`src/rtl/lc3b_types.sv`:
```
// Shared LC-3b datapath types plus the branch target buffer counter type.
package lc3b_types;

  typedef logic [15:0] lc3b_word;
  typedef logic [1:0]  btb_ctr_t;

  localparam btb_ctr_t BTB_CTR_WEAK_TAKEN = 2'b10;
  localparam btb_ctr_t BTB_CTR_RESET      = 2'b01;

endpackage

```
`src/rtl/sat_counter2.sv`:
```
// Next-state function of a 2-bit saturating up/down counter.
module sat_counter2
  import lc3b_types::*;
(
  input  btb_ctr_t ctr,
  input  logic     up,
  output btb_ctr_t next
);

  always_comb begin
    next = ctr;
    if (up) begin
      if (ctr != 2'b11) next = ctr + 2'd1;
    end else begin
      if (ctr != 2'b00) next = ctr - 2'd1;
    end
  end

endmodule

```
`src/rtl/branch_target_buffer.sv`:
```
// Direct-mapped BTB with 2-bit counters: combinational fetch lookup, registered training.
module branch_target_buffer
  import lc3b_types::*;
#(
  parameter int ENTRIES = 16,
  parameter int IDX_W   = $clog2(ENTRIES),
  parameter int TAG_W   = 15 - IDX_W
) (
  input  logic     clk,
  input  logic     reset,
  input  lc3b_word fetch_pc,
  output lc3b_word predict_addr,
  output logic     predict_taken,
  output logic     predict_hit,
  input  logic     upd_valid,
  input  lc3b_word upd_pc,
  input  logic     upd_taken,
  input  lc3b_word upd_target
);

  logic             valid_q  [ENTRIES];
  logic [TAG_W-1:0] tag_q    [ENTRIES];
  lc3b_word         target_q [ENTRIES];
  btb_ctr_t         ctr_q    [ENTRIES];

  logic [IDX_W-1:0] f_idx, u_idx;
  logic [TAG_W-1:0] f_tag, u_tag;
  logic             u_hit;
  btb_ctr_t         ctr_next;
  logic             unused_upd_lsb;

  assign f_idx = fetch_pc[IDX_W:1];
  assign f_tag = fetch_pc[15:IDX_W+1];
  assign u_idx = upd_pc[IDX_W:1];
  assign u_tag = upd_pc[15:IDX_W+1];
  // Instructions are halfword aligned, so PC bit 0 never selects anything.
  assign unused_upd_lsb = upd_pc[0];

  // Fetch-side lookup
  always_comb begin
    predict_hit   = valid_q[f_idx] && (tag_q[f_idx] == f_tag);
    predict_taken = predict_hit && ctr_q[f_idx][1];
    predict_addr  = predict_taken ? target_q[f_idx] : fetch_pc + 16'd2;
  end

  assign u_hit = valid_q[u_idx] && (tag_q[u_idx] == u_tag);

  sat_counter2 u_ctr (
    .ctr  (ctr_q[u_idx]),
    .up   (upd_taken),
    .next (ctr_next)
  );

  // Writeback-side training; a miss that was not taken never allocates
  always_ff @(posedge clk or posedge reset) begin
    if (reset) begin
      for (int i = 0; i < ENTRIES; i++) begin
        valid_q[i]  <= 1'b0;
        tag_q[i]    <= '0;
        target_q[i] <= '0;
        ctr_q[i]    <= BTB_CTR_RESET;
      end
    end else if (upd_valid) begin
      if (u_hit) begin
        ctr_q[u_idx] <= ctr_next;
        if (upd_taken) target_q[u_idx] <= upd_target;
      end else if (upd_taken) begin
        valid_q[u_idx]  <= 1'b1;
        tag_q[u_idx]    <= u_tag;
        target_q[u_idx] <= upd_target;
        ctr_q[u_idx]    <= BTB_CTR_WEAK_TAKEN;
      end
    end
  end

endmodule
```
`config.mk`:
```
export PLATFORM = sky130hd
export DESIGN_NAME = branch_target_buffer
export DESIGN_NICKNAME = d
export VERILOG_FILES = /design/src/rtl/lc3b_types.sv /design/src/rtl/sat_counter2.sv /design/src/rtl/branch_target_buffer.sv
export SDC_FILE = /design/constraint.sdc
export NUM_CORES = 1
export LEC_CHECK = 0
export ABC_AREA = 1
export CAP_MARGIN = 10
export CORE_MARGIN = 2
export CORE_UTILIZATION = 36
export DETAILED_ROUTE_END_ITERATION = 10
export GPL_ROUTABILITY_DRIVEN = 0
export PLACE_DENSITY = 0.55
export SYNTH_ARGS = -nofsm -noshare
export SYNTH_HDL_FRONTEND = slang
export SYNTH_SLANG_ARGS = --single-unit
```
`constraint.sdc`:
```
create_clock -name clk -period 55.5 [get_ports clk]
set_clock_uncertainty 0.05 [all_clocks]
set_input_delay 16.65 -clock clk [delete_from_list [all_inputs] [get_ports clk]]
set_output_delay 16.65 -clock clk [all_outputs]
set_load 0.02 [all_outputs]
```
# [Word level (Yosys, flattened, before mapping)]
# Cells that the tools add are included.
[totals] ff_bits=480 out_inout_bits=18 input_bits=52 elab_cells=127
[classes] addsub=3 reduce_logical=9 order_cmp=3 n_eq_ne=3 muxes=38 n_bitwise=7
[ops] operator="$bwmux W256" n=1
[ops] operator="$bwmux W176" n=1
[ops] operator="$bmux W11 S4" n=2
[ops] operator="$bmux W16 S4" n=1
[ops] operator="$demux W16 S4" n=1
[ops] operator="$mux W16" n=4
[ops] operator="$mux W32" n=2
[ops] operator="$mux W11" n=5
[ops] operator="$demux W11 S4" n=1
[ops] operator="$bwmux W32" n=1
[ops] operator="$or A16 B16 Y16" n=2
[ops] operator="$eq A11 B11 Y1" n=2
[ops] operator="$add A16 B2 Y16 const B" n=1
[ops] operator="$and A16 B16 Y16" n=1
[ops] operator="$bmux W2 S4" n=2
[ops] operator="$mux W2" n=8
[ops] operator="$not A16 Y16" n=1
[ops] operator="$ge A5 B5 Y1 const B" n=2
[ops] operator="$not A4 Y5" n=2
[ops] operator="$bmux W1 S4" n=2
[ops] operator="$demux W2 S4" n=1
[ops] operator="$lt A5 B1 Y1 const B" n=1
[ops] operator="$mux W1" n=5
[ops] operator="$demux W1 S4" n=1
[ops] operator="8 further kinds" n=13

# [Depth between registers and ports, before layout]
# Gate-level depths: netlist (run 1).
[depth] word_depth=9 depth_mapped=23 depth_no_buf=19

# [Cells and area by module]
# Synthesis (run 1) repeated with hierarchy kept, for this count alone.
[unflattened] hier_cells=3353 area_unflattened_um2=24785.0
[by_module_without_submodules] mod="branch_target_buffer" seq_area_each_um2=12031.5 area_per_inst_um2=24760.0 instances=1 cells_per_inst=3347
[by_module_without_submodules] mod="sat_counter2" seq_area_each_um2=0.0 area_per_inst_um2=25.0 instances=1 cells_per_inst=6

# [Least setup slack after synthesis (run 1)]
# Ideal clock, no wire load.
[synth_timing] kind="input -> output" startpoint="in fetch_pc[2]" endpoint="out predict_addr[0]" n_path_buf=5 stages=15 path_slack_ns=20.127 required_ns=38.800 arrival_ns=18.673 path_cell_list="buf_2 > buf_2 > buf_2 > o21ai_0 > o211ai_1 > nand3_1 > nand2_1 > nand2_1 > nand2_1 > nand3_1 > nor2_2 > nand3_1 > buf_2 > buf_2 > o21ai_1"
[synth_between] elab_chain_cells=8 word_cells_on_any_way=17 classes_between="eq/ne (1); mux (13); bitwise (1); reduce/logical (2)"
[synth_lines] element="start, declared" line="branch_target_buffer.sv:11" text="input lc3b_word fetch_pc,"
[synth_lines] element="$not A4 Y5 (not written as such) (*)" line="branch_target_buffer.sv:41, branch_target_buffer.sv:42, branch_target_buffer.sv:43"
[synth_lines] element="$bmux W11 S4" line="branch_target_buffer.sv:41" text="predict_hit = valid_q[f_idx] && (tag_q[f_idx] == f_tag);"
[synth_lines] element="$mux W11 (not written as such) (2 in a row)" line="branch_target_buffer.sv:41"
[synth_lines] element="$eq A11 B11 Y1" line="branch_target_buffer.sv:41"
[synth_lines] element="$logic_and A1 B1 Y1" line="branch_target_buffer.sv:41"
[synth_lines] element="$logic_and A1 B1 Y1" line="branch_target_buffer.sv:42" text="predict_taken = predict_hit && ctr_q[f_idx][1];"
[synth_lines] element="$mux W16 (*)" line="branch_target_buffer.sv:43" text="predict_addr = predict_taken ? target_q[f_idx] : fetch_pc + 16'd2;"
[synth_lines] element="end, declared" line="branch_target_buffer.sv:12" text="output lc3b_word predict_addr,"
# Mark *: on every way between the ends. The rest lies on a longest branch, timed or not. The select of a mux whose other input is x is not followed.

# [Worst setup path in the final report (run 1)]
[layout_timing] startpoint="in fetch_pc[1]" endpoint="out predict_addr[9]"
[layout_between] elab_chain_cells=8 word_cells_on_any_way=18 classes_between="add/sub (1); eq/ne (1); mux (13); bitwise (1); reduce/logical (2)"
[layout_lines] element="$not A4 Y5 (not written as such)" line="branch_target_buffer.sv:41, branch_target_buffer.sv:42, branch_target_buffer.sv:43"
[layout_lines] element="$bmux W11 S4" line="branch_target_buffer.sv:41"
[layout_lines] element="$mux W11 (not written as such) (2 in a row)" line="branch_target_buffer.sv:41"
[layout_lines] element="$eq A11 B11 Y1" line="branch_target_buffer.sv:41"
[layout_lines] element="$logic_and A1 B1 Y1" line="branch_target_buffer.sv:41"
[layout_lines] element="$logic_and A1 B1 Y1" line="branch_target_buffer.sv:42"
[layout_lines] element="$mux W16 (*)" line="branch_target_buffer.sv:43"
# Marked as above.

==> results.py, run 1 <==
metrics = {
    "floorplanning": {
        "ios": 70,
        "start_util_pct": 36.3,
        "rows": 96,
        "die_h_um": 267,
        "die-width_um": 267,
        "dieArea_sq_um": 71300,
        "core_area_sq_um": 68600,
    },
    "job": {
        "drv_cap": 0,
    },
    "detailed_routing": {
        "wl_um": 83900,
        "avgRoutedWirePerCell_um": 19.6,
        "ant_nets": 0,
        "routed_via_density": 5.24,
        "drtIter0Drc": 2172,
        "drcViolationCount": 0,
        "first_pass_iters": 5,
        "vias": 22373,
    },
    "timing": {
        "slew_headroom_pct": 28.3,
        "final.setup.tns_ps": 0,
        "hold_violations": 0,
        "fin_crit_sh_pct": 68.9,
        "setup_violations": 0,
        "clock.fmax_mhz": 26.2,
        "slew_viol_final": 0,
        "post-route-min-period_ps": 38210,
        "rsz0062_at_grt": "no",
        "worst_pin_slew_ps": 1070,
    },
    "cts": {
        "hold_buffers": 0,
        "cts_num_sinks": 480,
        "clkLatencyLatePin_ps": 630,
        "cts_tree": "built",
        "postCtsSetupRepairBufs": 0,
        "clock_path_buffers": 3,
        "cts_buffers": 54,
        "cts_resized": 0,
        "htreeDepth": 2,
        "cts_root_buf": "clkbuf_16",
        "cts.reportedPaths.clkPinSlew_ps": 60,
    },
    "setup_path": {
        "timing_worst_setup_path_type": "input pin to output pin",
        "rr_worst_depth": 16,
        "cp_max_fo": 87,
        "setup.worst_path.start_class": "input pin",
        "crit_path_end_kind": "output pin",
        "r2r_start": "tag_q[110]$_DFFE_PP0P_",
        "cp.arrival_ps": 21510,
        "cp.required_ps": 38800,
        "crit_start": "fetch_pc[1]",
    },
    "power_and_ir_drop": {
        "seq_power_share_pct": 44.8,
        "powerDensity_nw_per_um2": 35.8,
        "sw_frac_of_total_pct": 29.7,
        "power_frac_comb_pct": 16.1,
        "pwr-share-clk_pct": 39.1,
        "p_leak_nw": 13.2,
        "power_switching_w": 0.000297,
        "ir_drop_uv": 24.6,
        "internal_power_w": 0.000703,
    },
    "grt": {
        "overflow": 0,
        "grt_pass1_wl_um": 130000,
        "antenna_found_initial": 5,
        "grt_pass1_vias": 20935,
        "grt_usage_pct": 23.8,
        "grt_max_degree": 97,
    },
    "final_layout": {
        "num-nets-final": 3348,
        "layout_commonest_cell": "nand2_1",
        "final_cell_mix": "nand2_1 (1146), o21ai_0 (670), dfrtp_1 (464)",
        "fillCellCount": 7146,
        "register_area_sq_um": 12000,
        "multi_input_area_sq_um": 11200,
        "drive_gt1_share_pct": 5.78,
        "area_delta_synth_final_pct": 12.1,
        "final_area_sq_um": 27900,
    },
    "yosys": {
        "syn_area_sq_um": 24900,
        "synth_cell_types": 43,
        "ys_seq_area_share_pct": 48.3,
        "syn_nets": 3429,
        "synth-warning-count": 0,
        "synthCells": 3376,
        "syn_avg_cell_area_sq_um": 7.38,
        "synth-seq-cells": 480,
    },
    "min_path": {
        "min_path_type": "flip-flop to flip-flop",
        "holdPathStages": 2,
        "hold_start": "ctr_q[0]$_DFFE_PP1P_",
    },
    "placed_design": {
        "postPlaceCellArea_sq_um": 26000,
        "dp_hpwl_um": 49300,
        "portBuffers": 68,
    },
    "status": {
        "status": "finished clean",
    },
}
## final timing paths
kind	end	slack, ps
max	predict_addr[9]	17290
max in group asynchronous	target_q[96]$_DFFE_PP0P_	36710
min reg2reg	ctr_q[0]$_DFFE_PP1P_	410
max reg2reg	ctr_q[15]$_DFFE_PP0P_	52010
min in group asynchronous	target_q[233]$_DFFE_PP0P_	16450
min	ctr_q[0]$_DFFE_PP1P_	410
## registers in the layout, summed over array words and instances (netlist names)
| register | flops |
|---|---|
| target_q | 256 |
| valid_q | 16 |
| tag_q | 176 |
| ctr_q | 32 |
## metrics by stage
stage	hold slack, ps	util, %	std cells	setup WS (ps)	total power (W)
final	413	40.7	4270	17290	0.00100
after global routing	422	40.7	4269	17040	0.00106
after CTS	415	40.7	4268	17350	0.00101
after detailed placement	403	37.9	4170	17380	0.000614
after global placement	398	37.9	4170	17370	0.000611
after floorplan	384	-	3376	20130	0.000566
## synth_stat cells
cell | number | share of area, %
nand3_4 | 1 | 0.070
nand2_2 | 9 | 0.23
o211a_1 | 6 | 0.24
inv_4 | 1 | 0.025
o21ai_1 | 51 | 1.0
a32o_1 | 6 | 0.24
a211oi_1 | 2 | 0.060
nor3_1 | 4 | 0.080
a22oi_1 | 10 | 0.30
a21oi_1 | 66 | 1.3
inv_2 | 4 | 0.060
ha_1 | 1 | 0.050
a221oi_1 | 6 | 0.21
xor2_1 | 13 | 0.46
nor2_1 | 266 | 4.0
a32oi_1 | 1 | 0.035
buf_2 | 70 | 1.4
clkbuf_1 | 146 | 2.2
dfrtp_1 | 464 | 47
nand3_2 | 7 | 0.28
nand3_1 | 91 | 1.8
o22ai_1 | 45 | 1.1
buf_6 | 5 | 0.23
nor2_2 | 7 | 0.18
inv_1 | 162 | 2.4
nor2_4 | 1 | 0.045
buf_4 | 9 | 0.27
buf_1 | 11 | 0.17
o21a_1 | 2 | 0.060
a22o_1 | 5 | 0.18
nor3_2 | 1 | 0.040
nor2_8 | 1 | 0.080
clkinv_1 | 2 | 0.030
clkbuf_2 | 7 | 0.14
nand4_1 | 8 | 0.20
a31oi_1 | 4 | 0.10
dfstp_2 | 16 | 1.7
o221ai_1 | 14 | 0.49
o211ai_1 | 33 | 0.99
maj3_1 | 1 | 0.040
nand2_1 | 1146 | 17
o21ai_0 | 670 | 13
nor4_1 | 1 | 0.025
## worst max-delay path, cell delays in order
cell,delay (ps)
clkbuf_8,370
inv_6,580
buf_4,750
a21oi_1,140
o21ai_0,110
nand2_1,90
nand2_1,60
nand2_1,160
inv_1,130
nand2_1,60
nand2_1,60
nand2_1,50
nor2_1,100
nand2_1,80
nor2_2,210
nand3_1,100
buf_4,260
o21ai_0,700
clkdlybuf4s50_1,750
## layout make-up
type	instances	area share [%]
Clock buffer	76	5.67
Tap cell	931	4.17
Sequential cell	480	43.1
Clock inverter	22	1.22
Inverter	169	2.32
Antenna cell	2	0.0179
Multi-Input combinational cell	2479	40.0
Timing Repair Buffer	111	3.57
## routing by layer
metal  share of wire [%]  vias up  global-route usage, %
li1                    -    10870                      -
met5               0.057        -                      0
met4                 2.3        6                   6.54
met1                  46    10695                   34.2
met2                  45      672                   37.4
met3                 6.1      130                   3.32
## power by group through the flow
stage                     Sequential, W  Clock [W]  Combinational (W)
after floorplan                0.000445          0           0.000121
after global placement         0.000452          0           0.000159
after detailed placement       0.000452          0           0.000162
after CTS                      0.000447   0.000397           0.000162
after global routing           0.000456   0.000413           0.000188
final                          0.000448   0.000390           0.000161
## logic make-up after synthesis
family	count (synthesis)	share of synthesized area (%)
AO/OA/AOI/OAI	921	19.9
XOR/XNOR	13	0.457
adder cells (fa/ha/maj)	2	0.0904
buffers and inverters	417	6.97
flip-flops	480	48.3
AND/OR/NAND/NOR	1543	24.3
Power figures use the tool's default switching activity.
==> inputs of run 2 (changes only) <==
- PLACE_DENSITY: 0.55 -> 0.57
- clock period: 55.5 -> 30.8 ns (I/O delays scaled with it)
==> run 2 against run 1 <==
Utilization fell by 0.27 points; highest routed layer is now met4; critical path type unchanged; global-route usage grew 0.32 points; sequential share of layout area rose by 0.29 points; critical endpoint is now predict_addr[8]; largest cell class unchanged.
==> results.py, run 2 (synthesis gave the netlist of run 1 again) <==
metrics = {
    "status": {
        "status": "finished clean",
    },
    "floorplanning": {
        "start_util_pct": 36.3,
        "rows": 96,
        "die_h_um": 267,
        "ios": 70,
        "core_area_sq_um": 68600,
        "die-width_um": 267,
        "dieArea_sq_um": 71300,
    },
    "cts": {
        "cts_tree": "built",
        "cts_num_sinks": 480,
        "cts_buffers": 53,
        "htreeDepth": 2,
        "clkLatencyLatePin_ps": 640,
        "postCtsSetupRepairBufs": 0,
        "cts_root_buf": "clkbuf_16",
        "cts_resized": 0,
        "hold_buffers": 0,
        "cts.reportedPaths.clkPinSlew_ps": 60,
        "clock_path_buffers": 3,
    },
    "placed_design": {
        "dp_hpwl_um": 49600,
        "placedCellCount": 4166,
        "postPlaceCellArea_sq_um": 26000,
        "portBuffers": 68,
    },
    "setup_path": {
        "setup.worst_path.start_class": "input pin",
        "cp_common_cell": "nand2_1",
        "cp.arrival_ps": 15360,
        "slowest_stage": "o21ai_0",
        "crit_path_max_incr_delay_ps": 870,
        "path_cells": "buf_6 > inv_6 > buf_4 > buf_4 > a21oi_1 > o21ai_0 > o211ai_1 > nand3_1 > nand2_1 > nand2_1 > nand2_1 > nor2_1 > nand2_1 > nor2_2 > nand3_1 > o21ai_0 > clkdlybuf4s50_1",
        "crit_path_end_kind": "output pin",
        "timing_worst_setup_path_type": "input pin to output pin",
        "cp_num_buf_inv": 5,
        "cp.required_ps": 21510,
        "critPathTopFamily": "buffers and inverters",
        "cp_max_fo": 84,
    },
    "timing": {
        "hold_violations": 0,
        "clock.fmax_mhz": 40.6,
        "worst_pin_slew_ps": 1140,
        "slew_viol_final": 0,
        "setup_violations": 0,
        "final.setup.tns_ps": 0,
        "post-route-min-period_ps": 24650,
        "fin_crit_sh_pct": 80.0,
        "fin_hold_ws_ps": 410,
        "slew_headroom_pct": 23.5,
        "rsz0062_at_grt": "no",
    },
    "grt": {
        "grt_pass1_vias": 21297,
        "grt_usage_pct": 24.1,
        "antenna_found_initial": 1,
        "grt_max_degree": 135,
        "grt_pass1_wl_um": 132000,
        "overflow": 0,
    },
    "job": {
        "drv_cap": 0,
    },
    "power_and_ir_drop": {
        "p_leak_nw": 13.1,
        "ir_drop_uv": 41.1,
        "powerDensity_nw_per_um2": 62.9,
    },
    "final_layout": {
        "instances_no_fill": 4263,
        "reg.largest.list": "target_q x256, tag_q x176, ctr_q x32",
        "final_area_sq_um": 27700,
        "num-nets-final": 3343,
        "largest_reg_flops": 256,
        "final_cell_mix": "nand2_1 (1144), o21ai_0 (670), dfrtp_1 (464)",
        "drive_gt1_share_pct": 5.49,
        "area_delta_synth_final_pct": 11.4,
        "final_util_pct": 40.5,
        "top_register": "target_q",
        "fillCellCount": 7167,
        "layout_commonest_cell": "nand2_1",
    },
    "detailed_routing": {
        "wl_um": 84800,
        "ant_nets": 0,
        "drtIter0Drc": 2358,
        "vias": 22648,
        "routed_via_density": 5.31,
        "drcViolationCount": 0,
        "avgRoutedWirePerCell_um": 19.9,
        "first_pass_iters": 6,
    },
    "min_path": {
        "min_path_type": "flip-flop to flip-flop",
    },
}
-- run 2: routing by layer --
layer  part of all wire (%)  track usage (%)
met1                     46             34.9
met2                     44             37.1
met3                    7.3             3.63
met4                    2.6             7.08
met5                      0                0
-- run 2: final cells by class --
type / count / area, sq um / share of cell area (%)
diodes: 1 / 2.50 / 0.00902
multi-input cells: 2479 / 11200 / 40.2
repair buffers: 107 / 976 / 3.52
clock inverters: 14 / 163 / 0.586
well taps: 931 / 1160 / 4.20
flip-flops and latches: 480 / 12000 / 43.4
inverters: 169 / 649 / 2.34
clock buffers: 82 / 1600 / 5.75
-- run 2: worst paths after layout --
check / cells after the start / slack [ps] / endpoint / startpoint
max: 17 / 6150 / predict_addr[8] / fetch_pc[1]
max reg2reg: 14 / 27270 / tag_q[168]$_DFFE_PP0P_ / tag_q[156]$_DFFE_PP0P_
min: 2 / 410 / ctr_q[12]$_DFFE_PP1P_ / ctr_q[12]$_DFFE_PP1P_
min in group asynchronous: 2 / 9100 / target_q[233]$_DFFE_PP0P_ / reset
min reg2reg: 2 / 410 / ctr_q[12]$_DFFE_PP1P_ / ctr_q[12]$_DFFE_PP1P_
max in group asynchronous: 4 / 19250 / ctr_q[13]$_DFFE_PP0P_ / reset
-- run 2: worst min-delay path, delay by kind of cell (launching register included) --
kind / cells / cell delay (ps)
AND/OR/NAND/NOR: 2 / 90
flip-flops: 1 / 370
-- run 2: through the flow --
| step | power, W | setup WS, ps |
|---|---|---|
| after global placement | 0.00110 | 6330 |
| after CTS | 0.00176 | 6330 |
| after detailed placement | 0.00111 | 6360 |
| after floorplan | 0.00102 | 8140 |
| after global routing | 0.00184 | 5690 |
| final | 0.00175 | 6150 |
-- run 2: power breakdown --
group / leakage, nW / internal [W] / switching [W] / total, W
combinational: 6.13 / 0.000106 / 0.000187 / 0.000293
clock: 0.866 / 0.000366 / 0.000279 / 0.000645
sequential: 6.07 / 0.000743 / 0.0000656 / 0.000808
==> inputs of run 3 (changes only) <==
- PLACE_DENSITY: 0.57 -> 0.55
- clock period: 30.8 -> 25 ns (I/O delays scaled with it)
==> run 3 against run 2 <==
Global-route usage decreased by 0.27 points; sequential power up 23%; critical path type unchanged; final cell count barely moved; clock power increased by 29%; highest routed layer is now met5; largest power group unchanged.
==> results.py, run 3 (synthesis gave the netlist of run 1 again) <==
metrics = {
    "min_path": {
        "worstHoldEndpoint": "ctr_q[12]$_DFFE_PP1P_",
        "hold_start": "ctr_q[12]$_DFFE_PP1P_",
        "holdPathStages": 2,
        "min_path_type": "flip-flop to flip-flop",
    },
    "grt": {
        "grt_pass1_vias": 21128,
        "grt_usage_pct": 23.8,
        "grt_max_degree": 165,
        "antenna_found_initial": 2,
        "grt_pass1_wl_um": 130000,
        "overflow": 0,
    },
    "timing": {
        "final.setup.tns_ps": 0,
        "slew_headroom_pct": 25.5,
        "worst_pin_slew_ps": 1120,
        "setup_violations": 0,
        "clock.fmax_mhz": 49.4,
        "fin_crit_sh_pct": 81.1,
        "worst_slack_ps": 4740,
        "rsz0062_at_grt": "no",
        "hold_violations": 0,
        "slew_viol_final": 0,
        "post-route-min-period_ps": 20260,
    },
    "cts": {
        "cts.reportedPaths.clkPinSlew_ps": 60,
        "cts_root_buf": "clkbuf_16",
        "cts_buffers": 54,
        "hold_buffers": 0,
        "htreeDepth": 2,
        "clock_path_buffers": 3,
        "postCtsSetupRepairBufs": 0,
        "cts_resized": 0,
        "cts_tree": "built",
        "cts_num_sinks": 480,
        "clkLatencyLatePin_ps": 630,
    },
    "setup_path": {
        "cp.arrival_ps": 12710,
        "rr_worst_depth": 15,
        "r2r_start": "valid_q[6]$_DFFE_PP0P_",
        "worst-r2r-setup-slack_ps": 21440,
        "reg2reg_to": "tag_q[126]$_DFFE_PP0P_",
        "cp_max_fo": 130,
        "timing_worst_setup_path_type": "input pin to output pin",
        "setup.worst_path.start_class": "input pin",
        "cp.required_ps": 17450,
        "crit_path_end_kind": "output pin",
    },
    "power_and_ir_drop": {
        "ir_drop_uv": 53.2,
        "powerDensity_nw_per_um2": 78.4,
        "p_leak_nw": 13.1,
    },
    "floorplanning": {
        "die_h_um": 267,
        "start_util_pct": 36.3,
        "core_area_sq_um": 68600,
        "rows": 96,
        "die-width_um": 267,
        "ios": 70,
        "dieArea_sq_um": 71300,
    },
    "detailed_routing": {
        "vias": 22446,
        "wl_um": 84500,
        "first_pass_iters": 5,
        "drcViolationCount": 0,
        "drtIter0Drc": 2154,
        "ant_nets": 0,
        "avgRoutedWirePerCell_um": 19.8,
        "routed_via_density": 5.26,
    },
    "final_layout": {
        "fillCellCount": 7112,
        "reg.largest.list": "target_q x256, tag_q x176, ctr_q x32",
        "register_area_sq_um": 12000,
        "area_delta_synth_final_pct": 11.8,
        "multi_input_area_sq_um": 11200,
        "drive_gt1_share_pct": 5.43,
        "final_cell_mix": "nand2_1 (1146), o21ai_0 (670), dfrtp_1 (464)",
        "largest_reg_flops": 256,
        "top_register": "target_q",
        "final_area_sq_um": 27800,
        "layout_commonest_cell": "nand2_1",
        "num-nets-final": 3344,
    },
    "job": {
        "drv_cap": 0,
    },
    "placed_design": {
        "dp_hpwl_um": 49100,
        "pre_cts_ws_ps": 4880,
        "portBuffers": 68,
        "postPlaceCellArea_sq_um": 26000,
    },
    "status": {
        "status": "finished clean",
    },
}
==> run 3: routing by layer <==
metal  routed length, um  track usage, %
met5                  19               0
met3                5290            3.25
met1               39300            33.8
met4                1990            6.71
met2               38000            38.0
==> run 3: final cells by class <==
cell class                      instances  share of cell area (%)
Sequential cell                       480                    43.2
Multi-Input combinational cell       2479                    40.1
Clock buffer                           87                    5.98
Tap cell                              931                    4.18
Timing Repair Buffer                  107                    3.56
Inverter                              169                    2.33
Clock inverter                         11                   0.647
Antenna cell                            1                 0.00899
==> run 3: metrics by stage <==
step,hold slack [ps],utilization (%),instances,power [W]
2_1_floorplan,384,-,3376,0.00126
3_3_place_gp,400,37.9,4166,0.00136
3_5_place_dp,404,37.9,4166,0.00137
4_1_cts,414,40.6,4264,0.00220
5_1_grt,417,40.6,4264,0.00230
6_report,414,40.6,4265,0.00218
==> run 3: worst max path at each step <==
stage	endpoint	slack [ps]	startpoint
global route	predict_addr[9]	4500	fetch_pc[1]
global placement	predict_addr[4]	4900	fetch_pc[1]
detailed placement	predict_addr[4]	4880	fetch_pc[1]
floorplan	ctr_q[11]$_DFFE_PP0P_	4080	reset
finish	predict_addr[4]	4740	fetch_pc[1]
CTS	predict_addr[4]	4860	fetch_pc[1]
==> run 3: critical path, cell delays in order <==
cell and delay [ps]:
clkbuf_8 350, inv_6 880, buf_4 620, o21ai_0 160, o22ai_1 230, nand2_1 80, nand2_1 150, inv_1 80
nand3_1 80, nand2_1 70, nor2_1 130, nand2_1 100, nor2_2 220, nand3_1 190, buf_4 290, o21ai_0 710
clkdlybuf4s50_1 750
==> run 3: where the power goes <==
| part | switching (W) | leakage, nW | internal (W) |
|---|---|---|---|
| Combinational | 0.000229 | 6.13 | 0.000130 |
| Clock | 0.000342 | 0.906 | 0.000486 |
| Sequential | 0.0000809 | 6.07 | 0.000915 |
| Total | 0.000652 | 13.1 | 0.00153 |
